[src/rtl/systolic_skew_feeder.sv]
// Edge operand injector for an N-lane systolic MAC array: skews each vector into a
// diagonal wavefront and sequences the clear / feed / flush / done pass.
//
// state | meaning
// ------+-------------------------------------------------------------
// IDLE  | waiting for start_i, no vectors accepted
// CLEAR | one-cycle synchronous clear of the array accumulators
// FEED  | accepting k vectors, bubbles inject zero slots
// FLUSH | 2N-1 cycles draining lane skew, array traversal and accumulate
// DONE  | one-cycle done pulse, array results are final
module systolic_skew_feeder #(
  parameter int DATA_WIDTH = 32,
  parameter int N          = 4,
  parameter int K_W        = 8
) (
  input  logic                    clk_i,
  input  logic                    rst_ni,
  input  logic                    start_i,
  input  logic [K_W-1:0]          k_len_i,
  input  logic                    in_valid_i,
  output logic                    in_ready_o,
  input  logic [N*DATA_WIDTH-1:0] in_data_i,
  output logic [N*DATA_WIDTH-1:0] lane_o,
  output logic [N-1:0]            lane_valid_o,
  output logic                    pe_rst_no,
  output logic                    busy_o,
  output logic                    done_o
);

  typedef enum logic [2:0] {
    S_IDLE,
    S_CLEAR,
    S_FEED,
    S_FLUSH,
    S_DONE
  } state_t;

  localparam int FL_W = $clog2(2 * N);
  localparam logic [FL_W-1:0] FLUSH_LAST = FL_W'(2 * N - 2);

  state_t          state_q;
  logic [K_W-1:0]  k_q;
  logic [K_W-1:0]  acc_cnt_q;
  logic [K_W-1:0]  acc_cnt_nxt;
  logic [FL_W-1:0] flush_cnt_q;
  logic            hs;

  assign hs          = in_valid_i & in_ready_o;
  assign acc_cnt_nxt = acc_cnt_q + K_W'(1);

  // Lane i is i+1 registers deep; it shifts every cycle so stalls become zero slots.
  for (genvar i = 0; i < N; i++) begin : g_lane
    logic [DATA_WIDTH-1:0] dat_q [i+1];
    logic [i:0]            vld_q;

    always_ff @(posedge clk_i or negedge rst_ni) begin
      if (!rst_ni) begin
        for (int s = 0; s <= i; s++) dat_q[s] <= '0;
        vld_q <= '0;
      end else begin
        dat_q[0] <= hs ? in_data_i[i*DATA_WIDTH +: DATA_WIDTH] : '0;
        vld_q[0] <= hs;
        for (int s = 1; s <= i; s++) begin
          dat_q[s] <= dat_q[s-1];
          vld_q[s] <= vld_q[s-1];
        end
      end
    end

    assign lane_o[i*DATA_WIDTH +: DATA_WIDTH] = dat_q[i];
    assign lane_valid_o[i]                    = vld_q[i];
  end

  // Outputs are registered alongside the state so they change only with it.
  always_ff @(posedge clk_i or negedge rst_ni) begin
    if (!rst_ni) begin
      state_q     <= S_IDLE;
      k_q         <= '0;
      acc_cnt_q   <= '0;
      flush_cnt_q <= '0;
      in_ready_o  <= 1'b0;
      busy_o      <= 1'b0;
      done_o      <= 1'b0;
      pe_rst_no   <= 1'b1;
    end else begin
      done_o    <= 1'b0;
      pe_rst_no <= 1'b1;
      case (state_q)
        S_IDLE: begin
          if (start_i) begin
            k_q       <= k_len_i;
            acc_cnt_q <= '0;
            state_q   <= S_CLEAR;
            pe_rst_no <= 1'b0;
            busy_o    <= 1'b1;
          end
        end
        S_CLEAR: begin
          if (k_q != '0) begin
            state_q    <= S_FEED;
            in_ready_o <= 1'b1;
          end else begin
            state_q <= S_DONE;
            done_o  <= 1'b1;
          end
        end
        S_FEED: begin
          if (hs) begin
            acc_cnt_q <= acc_cnt_nxt;
            if (acc_cnt_nxt == k_q) begin
              state_q     <= S_FLUSH;
              in_ready_o  <= 1'b0;
              flush_cnt_q <= FLUSH_LAST;
            end
          end
        end
        S_FLUSH: begin
          if (flush_cnt_q == '0) begin
            state_q <= S_DONE;
            done_o  <= 1'b1;
          end else begin
            flush_cnt_q <= flush_cnt_q - FL_W'(1);
          end
        end
        S_DONE: begin
          state_q <= S_IDLE;
          busy_o  <= 1'b0;
        end
        default: begin
          state_q    <= S_IDLE;
          in_ready_o <= 1'b0;
          busy_o     <= 1'b0;
        end
      endcase
    end
  end

endmodule

[config.mk]
export PLATFORM = sky130hd
export DESIGN_NAME = systolic_skew_feeder
export DESIGN_NICKNAME = d
export VERILOG_FILES = /design/src/rtl/systolic_skew_feeder.sv
export SDC_FILE = /design/constraint.sdc
export NUM_CORES = 1
export LEC_CHECK = 0
export BUFFER_PORTS_ARGS = -buffer_cell sky130_fd_sc_hd__buf_2
export CORE_ASPECT_RATIO = 0.5
export CORE_MARGIN = 2
export CORE_UTILIZATION = 30
export DETAILED_ROUTE_END_ITERATION = 10
export GPL_TIMING_DRIVEN = 0
export PLACE_DENSITY = 0.49
export SKIP_LAST_GASP = 1
export SYNTH_ARGS = -nofsm -noshare
export SYNTH_HDL_FRONTEND = slang
export SYNTH_SLANG_ARGS = --single-unit
[constraint.sdc]
create_clock -name clk_i -period 3.9 [get_ports clk_i]
set_input_delay 0.78 -clock clk_i [delete_from_list [all_inputs] [get_ports clk_i]]
set_output_delay 0.78 -clock clk_i [all_outputs]
set_load 0.05 [all_outputs]
==> results.json, run 1 <==
{
  "status": "finished clean",
  "max_cap_viol": 0,
  "mean_number_of_vias_per_cell": 4.03,
  "yosysMostFrequentCell": "dfrtp_1",
  "fp.dieArea_mm2": 0.0391,
  "leading_area_contributor_after_synthesis": "dfrtp_1",
  "post_synth_most_frequent_cells": "dfrtp_1, and3_1, buf_4",
  "grt_setup_unrepaired": "no",
  "fmax_mhz": 462,
  "tightestPinTransition_ns": 0.994,
  "hold_buffers": 0,
  "timing.hold.worst_path_depth": 0,
  "detail-route-antenna-nets": 0,
  "p_per_area_mw_per_mm2": 677,
  "root_buffer": "clkbuf_16",
  "dr_total_vias": 6372,
  "fin_worst_skew_ns": 0.0265,
  "drt_drc_violations_left": 0,
  "core_region_area_mm2": 0.0371,
  "postSynthCellCount": 743,
  "grt_remaining_overflow": 0,
  "routedWlPerCell_um": 14.8,
  "critical_path.reg2reg.endpoint": "flush_cnt_q[0]",
  "detailed_place_hpwl_um": 16500,
  "final_weighted_congestion_in_routability_driven_placement": 0.801,
  "area_growth_syn_to_layout_pct": 28.7,
  "groute.layer.met3.usage": 0.0267,
  "mappedNetlistArea_mm2": 0.0112,
  "initial_antenna_violation_count": 7,
  "cts_buf_count": 34,
  "ys_async_sr_fraction": 1.00,
  "rrSetupSlack_ns": 1.74,
  "ir_worst_vdd_v": 0.000254,
  "grt_start_max_net_pins": 127,
  "timing.rr.start": "acc_cnt_q[0]",
  "global_route.usage.met2": 0.223,
  "setup_viol_count_final": 0,
  "synth.net_count": 886,
  "finalCritPeriodShare": 0.555,
  "clk_latency_ns": 0.52,
  "synth_edf_count": 0,
  "globalRouteTotalUtil": 0.120,
  "ys_dominant_reg_cell": "dfrtp_1",
  "setup.worst_path.end_class": "flop",
  "netlist_top_cells_area": "dfrtp_1, and3_1, buf_4, nand2_1, clkbuf_1",
  "nets": 1199,
  "synthDominantCellAreaShare": 0.778,
  "r2r.worst_path.cells": 6,
  "power_leakage_nw": 7.85,
  "timing.critical_path.from_type": "flop",
  "numPortBuffers": 275,
  "timing.critical_path.fanout_max": 7,
  "cts.path.max_buffers": 3,
  "min_delay_worst_endpoint": "lane_o[33]",
  "first_pass_iters": 4,
  "worstSetupPathType": "flop to flop",
  "buffers_inserted_by_post_cts_timing_repair": 0,
  "grt_pass1_vias": 6812,
  "filler_cell_count": 3505,
  "worst_ep_required_time_ns": 4.30,
  "cts-resized-gates": 0,
  "grt_first_pass_wirelength_um": 36500,
  "gr-max-usage-layer": "met2",
  "syn-mean-instance-area_um2": 15.1,
  "clock_tree_from_tritoncts": "done",
  "numClockSinks": 350,
  "fin_hold_ws_ns": 0.327,
  "cts.clk_slew.worst_paths_ns": 0.06,
  "yosysUniqueCellTypes": 43,
  "worstPathArrival_ns": 2.57,
  "route.final.wire_length_um": 23400,
  "timing.hold.worst.start": "g_lane[1].dat_q[33]",
  "stdcell_area_mm2": 0.0144,
  "synth-warning-count": 0,
  "design.portCount": 276,
  "die_height_um": 141,
  "clock_tree.htree_level_count": 2,
  "timing.final.crit_period_ns": 2.16,
  "report.final.slew_viol_count": 0,
  "detailedRoute.firstIterationViolations": 279,
  "initial_core_utilization": 0.303,
  "die_w_um": 278,
  "worst_slew_margin_rel": 0.338,
  "hold_path_class": "flop to flop",
  "gr_layer_usage_met1": 0.132,
  "rows": 50,
  "synth-seq-cells": 350,
  "dpl-instance-area_mm2": 0.0133,
  "hold_viol_final": 0,
  "final_layout_size_suffix_gt1_frac": 0.409,
  "seq_area_frac_synth": 0.780
}
==> state kept, by name, indices dropped and copies added (netlist names) <==
| name | cells |
|---|---|
| state_q | 3 |
| in_ready_o | 1 |
| done_o | 1 |
| acc_cnt_q | 8 |
| g_lane.dat_q | 224 |
| k_q | 8 |
| flush_cnt_q | 3 |
| g_lane.vld_q | 4 |
| lane_o | 96 |
| pe_rst_no | 1 |
| busy_o | 1 |
==> kinds of logic (layout without fill, tap and decap cells) <==
| family | count (synthesis) | in the layout | synth area share |
|---|---|---|---|
| AOI/OAI and AO/OA | 39 | 39 | 0.0251 |
| buffers and inverters | 136 | 475 | 0.0781 |
| other | 0 | 7 | 0 |
| xor gates and xnor gates | 9 | 9 | 0.00702 |
| and+or+nand+nor | 206 | 206 | 0.106 |
| DFF | 350 | 350 | 0.780 |
| adders and majority gates | 3 | 3 | 0.00334 |
==> worst max-delay path, stage by stage, from the launching register on <==
cell and delay (ns):
dfrtp_1 0.44, ha_1 0.33, nand3_2 0.16, or3_1 0.38
a211oi_2 0.29, o311ai_4 0.20, a31o_1 0.25
==> stage by stage <==
step	instances	utilization	setup TNS (ns)	power (mW)	setup WS [ns]
after global routing	1583	0.389	0	10.3	1.63
after floorplan	743	-	0	5.96	1.95
after detailed placement	1514	0.358	0	6.61	1.34
final	1583	0.389	0	9.77	1.74
after CTS	1576	0.389	0	9.94	1.72
after global placement	1512	0.356	-1482.72	6.55	-4.29
==> how the worst max path moves through the flow <==
| stage | start | endpoint | slack, ns | depth (start not counted) |
|---|---|---|---|---|
| after global placement | rst_ni | lane_o[77] | -4.29 | 1 |
| after floorplan | acc_cnt_q[0] | in_ready_o | 1.95 | 6 |
| after detailed placement | rst_ni | lane_o[77] | 1.34 | 3 |
| final | acc_cnt_q[0] | flush_cnt_q[0] | 1.74 | 6 |
| after CTS | acc_cnt_q[0] | in_ready_o | 1.72 | 6 |
| after global routing | acc_cnt_q[0] | in_ready_o | 1.63 | 6 |
==> layout by cell type, fill, tap and decap left out, types with 2 or more instances in the layout <==
cell type / n
dfrtp_1: 349
buf_2: 276
and3_1: 130
buf_4: 97
nand2_1: 37
clkbuf_1: 35
clkbuf_16: 35
o21ai_0: 10
clkinv_2: 10
clkbuf_8: 9
nand3_1: 8
diode_2: 7
nor2_1: 7
xnor2_1: 6
o21ai_1: 6
inv_1: 4
and2_1: 4
nand2b_1: 4
nor2b_1: 3
nor4_1: 3
a21oi_1: 3
nand3b_1: 3
xor2_1: 3
o31ai_1: 3
ha_1: 3
o21a_1: 2
nor3_1: 2
a21o_1: 2
a31o_1: 2
clkinv_8: 2
clkinvlp_4: 2
buf_16: 2
==> metal layers <==
| layer | share of wire | vias up |
|---|---|---|
| met3 | 0.032 | 53 |
| met2 | 0.55 | 107 |
| met4 | 0.036 | 0 |
| met1 | 0.38 | 3219 |
| li1 | - | 2993 |
| met5 | 0 | - |
==> cell type report <==
type                       count  area [um2]  area share
sequential                   350        8760       0.607
tap                          494         618      0.0428
clock inverter                15         128     0.00884
inverter                       5        18.8     0.00130
timing repair buffer         277        1440      0.0998
clock buffer                  47        1010      0.0700
multi-input combinational    257        1590       0.110
buffer                       131         858      0.0594
antenna                        7        17.5     0.00121
==> report_power, final <==
group	internal [mW]	leakage, nW	switching [mW]
registers	4.16	4.52	0.216
logic	0.675	2.76	1.45
clock network	1.90	0.567	1.37
total	6.73	7.85	3.04
Power figures use the tool's default switching activity.
==> run 2, diff against run 1 <==
==> constraint.sdc (replaced) <==
create_clock -name clk_i -period 2.07 [get_ports clk_i]
set_input_delay 0.414 -clock clk_i [delete_from_list [all_inputs] [get_ports clk_i]]
set_output_delay 0.414 -clock clk_i [all_outputs]
set_load 0.05 [all_outputs]
==> run 2 against run 1 <==
Effect of this change: the run now ends with hold timing left; design area grew 0.50%; sequential power is 89% higher; critical path depth unchanged; first-iteration DRC count fell by 10%; wire length grew 1.2%; via count up 0.69%; critical endpoint is now in_ready_o; largest cell class unchanged; highest routed layer unchanged.
==> results.json, run 2 (synthesis results as in run 1) <==
{
  "status": "complete, but fails checks",
  "failed_checks": "hold timing",
  "initial_antenna_violation_count": 7,
  "grt_first_pass_wirelength_um": 36600,
  "timing.final.crit_period_ns": 1.98,
  "finalSetupTns_ns": 0,
  "nets": 1203,
  "detailed_place_hpwl_um": 16500,
  "rows": 50,
  "globalRouteTotalUtil": 0.120,
  "max_flop_register": "g_lane.dat_q",
  "worst_slew_margin_rel": 0.335,
  "dr_total_vias": 6416,
  "power_leakage_nw": 7.87,
  "crit_path_leading_delay_family": "compound AO/OA/AOI/OAI gates",
  "cts.clk_slew.worst_paths_ns": 0.06,
  "layout.cells.most_common": "dfrtp_1",
  "initial_core_utilization": 0.303,
  "clk_latency_ns": 0.52,
  "worstPathBufferInverterCount": 0,
  "area_growth_syn_to_layout_pct": 29.3,
  "register_share_of_total_power": 0.446,
  "timing.critical_path.slowest_stage_cell": "dfrtp_1",
  "swShare": 0.312,
  "report.final.slew_viol_count": 0,
  "fp.dieArea_mm2": 0.0391,
  "net-switching-power_mw": 5.76,
  "cts_buf_count": 34,
  "p_per_area_mw_per_mm2": 1270,
  "core_region_area_mm2": 0.0371,
  "gr-max-usage-layer": "met2",
  "routedWlPerCell_um": 14.9,
  "cts.path.max_buffers": 3,
  "worstSetupPathType": "flop to flop",
  "grt_setup_unrepaired": "yes",
  "route.final.wire_length_um": 23700,
  "groute.layer.met3.usage": 0.0267,
  "mean_number_of_vias_per_cell": 4.04,
  "design.portCount": 276,
  "clock_tree_from_tritoncts": "done",
  "layout_common_cells": "dfrtp_1, buf_2, and3_1",
  "gr_layer_usage_met1": 0.132,
  "grt_pass1_vias": 6819,
  "fin_hold_ws_ns": -0.146,
  "ir_worst_vdd_v": 0.000479,
  "fmax_mhz": 505,
  "clock_power_share": 0.333,
  "clock_tree.htree_level_count": 2,
  "flip_flop_count_of_the_largest_register_after_layout": 224,
  "global_route.usage.met2": 0.224,
  "worstPathArrival_ns": 2.38,
  "setup.worst_path.end_class": "flop",
  "tightestPinTransition_ns": 0.997,
  "intPower_mw": 12.7,
  "detailedRoute.firstIterationViolations": 250,
  "root_buffer": "clkbuf_16",
  "die_height_um": 141,
  "max_stage_delay_ns": 0.44,
  "drt_drc_violations_left": 0,
  "first_pass_iters": 4,
  "timing.critical_path.from_type": "flop",
  "fin_worst_skew_ns": 0.0267,
  "numPortBuffers": 275,
  "numClockSinks": 350,
  "max_cap_viol": 0,
  "finalCritPeriodShare": 0.956,
  "final_weighted_congestion_in_routability_driven_placement": 0.801,
  "proportion_of_power_drawn_by_combinational_gates": 0.221,
  "grt_start_max_net_pins": 127,
  "total_power_mw": 18.5,
  "final_layout_size_suffix_gt1_frac": 0.415,
  "die_w_um": 278,
  "grt_remaining_overflow": 0,
  "hold_viol_final": 65,
  "worst_ep_required_time_ns": 2.48,
  "timing.critical_path.fanout_max": 7,
  "setup_viol_count_final": 0,
  "detail-route-antenna-nets": 0,
  "critical_path.cell_chain": "ha_4, nand3_2, or3_1, a211oi_2, o311ai_4, a31o_1",
  "hold_path_class": "input pin to asynchronous set/reset pin"
}
-- run 2: worst reg2reg max path: stages (launching register included) --
cell and delay (ns):
dfrtp_1 0.44, ha_4 0.20, nand3_2 0.13, or3_1 0.38, a211oi_2 0.25, o311ai_4 0.21
a31o_1 0.26
-- run 2: metal layers --
metal	vias to the layer above	share of wire
met4	0	0.036
met5	-	0
met1	3257	0.38
met2	105	0.55
met3	53	0.031
li1	3001	-
-- run 2: metrics by stage --
stage / area, um2 / cells / worst slack [ns] / util / hold WS (ns)
2_1_floorplan: 11200 / 743 / 0.121 / - / 0.118
3_3_place_gp: 13200 / 1512 / -5.75 / 0.356 / 0.331
3_5_place_dp: 13300 / 1514 / -0.129 / 0.358 / 0.335
4_1_cts: 14400 / 1577 / 0.00104 / 0.389 / -0.0616
5_1_grt: 14500 / 1587 / -0.00607 / 0.391 / -0.116
6_report: 14500 / 1587 / 0.0906 / 0.391 / -0.146
-- run 2: final timing paths --
| kind | depth (start not counted) | endpoint | start | slack, ns |
|---|---|---|---|---|
| worst max-delay path | 6 | in_ready_o | acc_cnt_q[1] | 0.09 |
| max in group asynchronous | 2 | k_q[4] | rst_ni | 0.52 |
| worst min register to register | 0 | lane_o[33] | g_lane[1].dat_q[33] | 0.33 |
| worst min-delay path | 1 | g_lane[3].dat_q[105] | rst_ni | -0.15 |
| worst max register to register | 6 | in_ready_o | acc_cnt_q[1] | 0.09 |
| min in group clk_i | 3 | k_q[2] | k_len_i[2] | 0.09 |
-- run 2: area by class of cell --
type | count | area [um2]
Fill cell | 3503 | 22600
Sequential cell | 350 | 8760
Multi-Input combinational cell | 257 | 1610
Timing Repair Buffer | 281 | 1490
Clock buffer | 47 | 1010
Buffer | 131 | 861
Tap cell | 494 | 618
Clock inverter | 15 | 128
Inverter | 5 | 18.8
Antenna cell | 7 | 17.5
-- run 2: timing repair --
action                     CTS  global route
resized for setup            2             8
hold endpoints to repair    19            30
setup endpoints to repair    4            28
pin swaps                    0             2
hold buffers                 1             1
setup buffers                0             2
-- run 2: power groups by stage --
stage                     clock (mW)  sequential [mW]  combinational (mW)
after floorplan                    0             8.74                2.48
after global placement             0             8.36                3.98
after detailed placement           0             8.39                4.06
after CTS                       6.39             8.27                4.08
after global routing            6.70             8.38                4.41
final                           6.16             8.26                4.08
==> run 3, diff against run 2 <==
==> constraint.sdc (replaced) <==
create_clock -name clk_i -period 2.07 [get_ports clk_i]
set_input_delay 0.207 -clock clk_i [delete_from_list [all_inputs] [get_ports clk_i]]
set_output_delay 0.207 -clock clk_i [all_outputs]
set_load 0.05 [all_outputs]
==> run 3 against run 2 <==
Effect of this change: the run now ends clean; setup slack gained 0.0031 ns; core utilization up 3.6 points; combinational power grew 5.9%; first-iteration DRC count shrank 2.4%; sequential power hardly changed; final cell count is 8.1% higher; register-to-register slack about the same; sequential cell count unchanged; sequential share of layout area fell by 5.1 points; design area is 9.3% higher; maximum frequency grew 0.15%; critical path depth did not move.
==> results.json, run 3 (synthesis results as in run 1) <==
{
  "status": "finished clean",
  "grt_remaining_overflow": 0,
  "layout.cells.most_common": "dfrtp_1",
  "worst_slew_margin_rel": 0.328,
  "clock_tree.htree_level_count": 2,
  "final_layout_size_suffix_gt1_frac": 0.370,
  "net-switching-power_mw": 5.83,
  "clk_latency_ns": 0.52,
  "cts.path.max_buffers": 3,
  "detailed_place_hpwl_um": 16500,
  "stdcell_area_mm2": 0.0159,
  "swShare": 0.311,
  "timing.critical_path.fanout_max": 7,
  "p_per_area_mw_per_mm2": 1180,
  "timing.critical_path.from_type": "flop",
  "intPower_mw": 12.9,
  "cts_buf_count": 34,
  "cts.clk_slew.worst_paths_ns": 0.06,
  "clock_tree_from_tritoncts": "done",
  "worstSetupPathType": "flop to flop",
  "rows": 50,
  "grt_first_pass_wirelength_um": 39200,
  "post-route-util": 0.428,
  "route.final.wire_length_um": 25100,
  "worstPathArrival_ns": 2.38,
  "nets": 1338,
  "area_growth_syn_to_layout_pct": 41.3,
  "setup_viol_count_final": 0,
  "hold_path_class": "input pin to flop",
  "first_pass_iters": 4,
  "grt_start_max_net_pins": 127,
  "detail-route-antenna-nets": 0,
  "power_leakage_nw": 8.44,
  "numPortBuffers": 275,
  "design.portCount": 276,
  "initial_antenna_violation_count": 1,
  "flip_flop_count_of_the_largest_register_after_layout": 224,
  "ir_worst_vdd_v": 0.000479,
  "report.final.slew_viol_count": 0,
  "fmax_mhz": 506,
  "final_cell_count_no_fill": 1716,
  "globalRouteTotalUtil": 0.128,
  "fin_hold_ws_ns": 0.0191,
  "die_height_um": 141,
  "layout_common_cells": "dfrtp_1, buf_2, dlygate4sd3_1",
  "proportion_of_power_drawn_by_combinational_gates": 0.230,
  "dpl.cell_count": 1514,
  "timing.final.crit_period_ns": 1.98,
  "finalCritPeriodShare": 0.955,
  "tightestPinTransition_ns": 1.01,
  "hold_viol_final": 0,
  "register_share_of_total_power": 0.441,
  "die_w_um": 278,
  "final_weighted_congestion_in_routability_driven_placement": 0.801,
  "setup.worst_path.end_class": "flop",
  "total_power_mw": 18.7,
  "core_region_area_mm2": 0.0371,
  "max_cap_viol": 0,
  "max_flop_register": "g_lane.dat_q",
  "root_buffer": "clkbuf_16",
  "routedWlPerCell_um": 14.6,
  "grt_pass1_vias": 7482,
  "mean_number_of_vias_per_cell": 4.04,
  "numClockSinks": 350,
  "dpl-instance-area_mm2": 0.0133,
  "drt_drc_violations_left": 0,
  "detailedRoute.firstIterationViolations": 244,
  "fp.dieArea_mm2": 0.0391,
  "clock_power_share": 0.329,
  "fin_worst_skew_ns": 0.0272,
  "initial_core_utilization": 0.303,
  "worst_ep_required_time_ns": 2.48,
  "dr_total_vias": 6928
}
==> run 3: changes by cell type in the layout (fill, tap and decap cells not counted), sizes merged <==
cell and delta:
diode -6, buf -1, clkbuf +1, dlygate4sd3 +135
==> run 3: area by class of cell <==
cell class	count	area [um2]
Timing Repair Buffer	416	2850
Tap cell	494	618
Multi-Input combinational cell	257	1610
Clock inverter	15	128
Clock buffer	47	1010
Buffer	131	861
Fill cell	3381	21200
Inverter	5	18.8
Antenna cell	1	2.50
Sequential cell	350	8760
==> run 3: what timing repair did <==
item | 4_1_cts | 5_1_grt
hold buffers | 136 | 0
endpoints found under the hold margin | 249 | 0
buffers inserted | 0 | 2
gates cloned | 0 | 1
resized for setup | 2 | 10
endpoints found under the setup margin | 4 | 138
pin swaps | 0 | 2
==> run 3: power by group through the flow <==
stage                     logic [mW]  registers [mW]  clock network, mW
after floorplan                 2.48            8.74                  0
after global placement          3.98            8.36                  0
after detailed placement        4.06            8.39                  0
after CTS                       4.29            8.27               6.39
after global routing            4.65            8.38               6.69
final                           4.32            8.26               6.16
==> run 3: through the flow <==
stage	setup slack [ns]	TNS, ns
after global routing	-0.000252	-0.000252
final	0.0937	0
after floorplan	0.121	0
after CTS	0.00104	0
after global placement	-5.54	-1922.89
after detailed placement	-0.103	-0.280
==> run 3: worst max-delay path, cell delays in order, from the launching register on <==
cell	delay, ns
dfrtp_1	0.44
ha_4	0.20
nand3_2	0.13
or3_1	0.38
a211oi_2	0.25
o311ai_4	0.20
a31o_1	0.26
==> run 3: layer usage <==
layer	track usage	routed length [um]	part of all wire
met1	0.138	9380	0.37
met2	0.236	13800	0.55
met3	0.0285	847	0.034
met4	0.0651	1100	0.044
met5	0	0	0
==> run 3: final timing paths <==
path | startpoint | to | slack, ns | depth (start not counted)
setup / recovery | acc_cnt_q[1] | in_ready_o | 0.09 | 6
hold / removal | in_data_i[33] | g_lane[1].dat_q[33] | 0.02 | 2
setup reg to reg | acc_cnt_q[1] | in_ready_o | 0.09 | 6
hold reg to reg | g_lane[1].dat_q[33] | lane_o[33] | 0.33 | 0
max in group asynchronous | rst_ni | g_lane[2].dat_q[45] | 0.49 | 4
min in group asynchronous | rst_ni | g_lane[0].dat_q[10] | 0.26 | 2
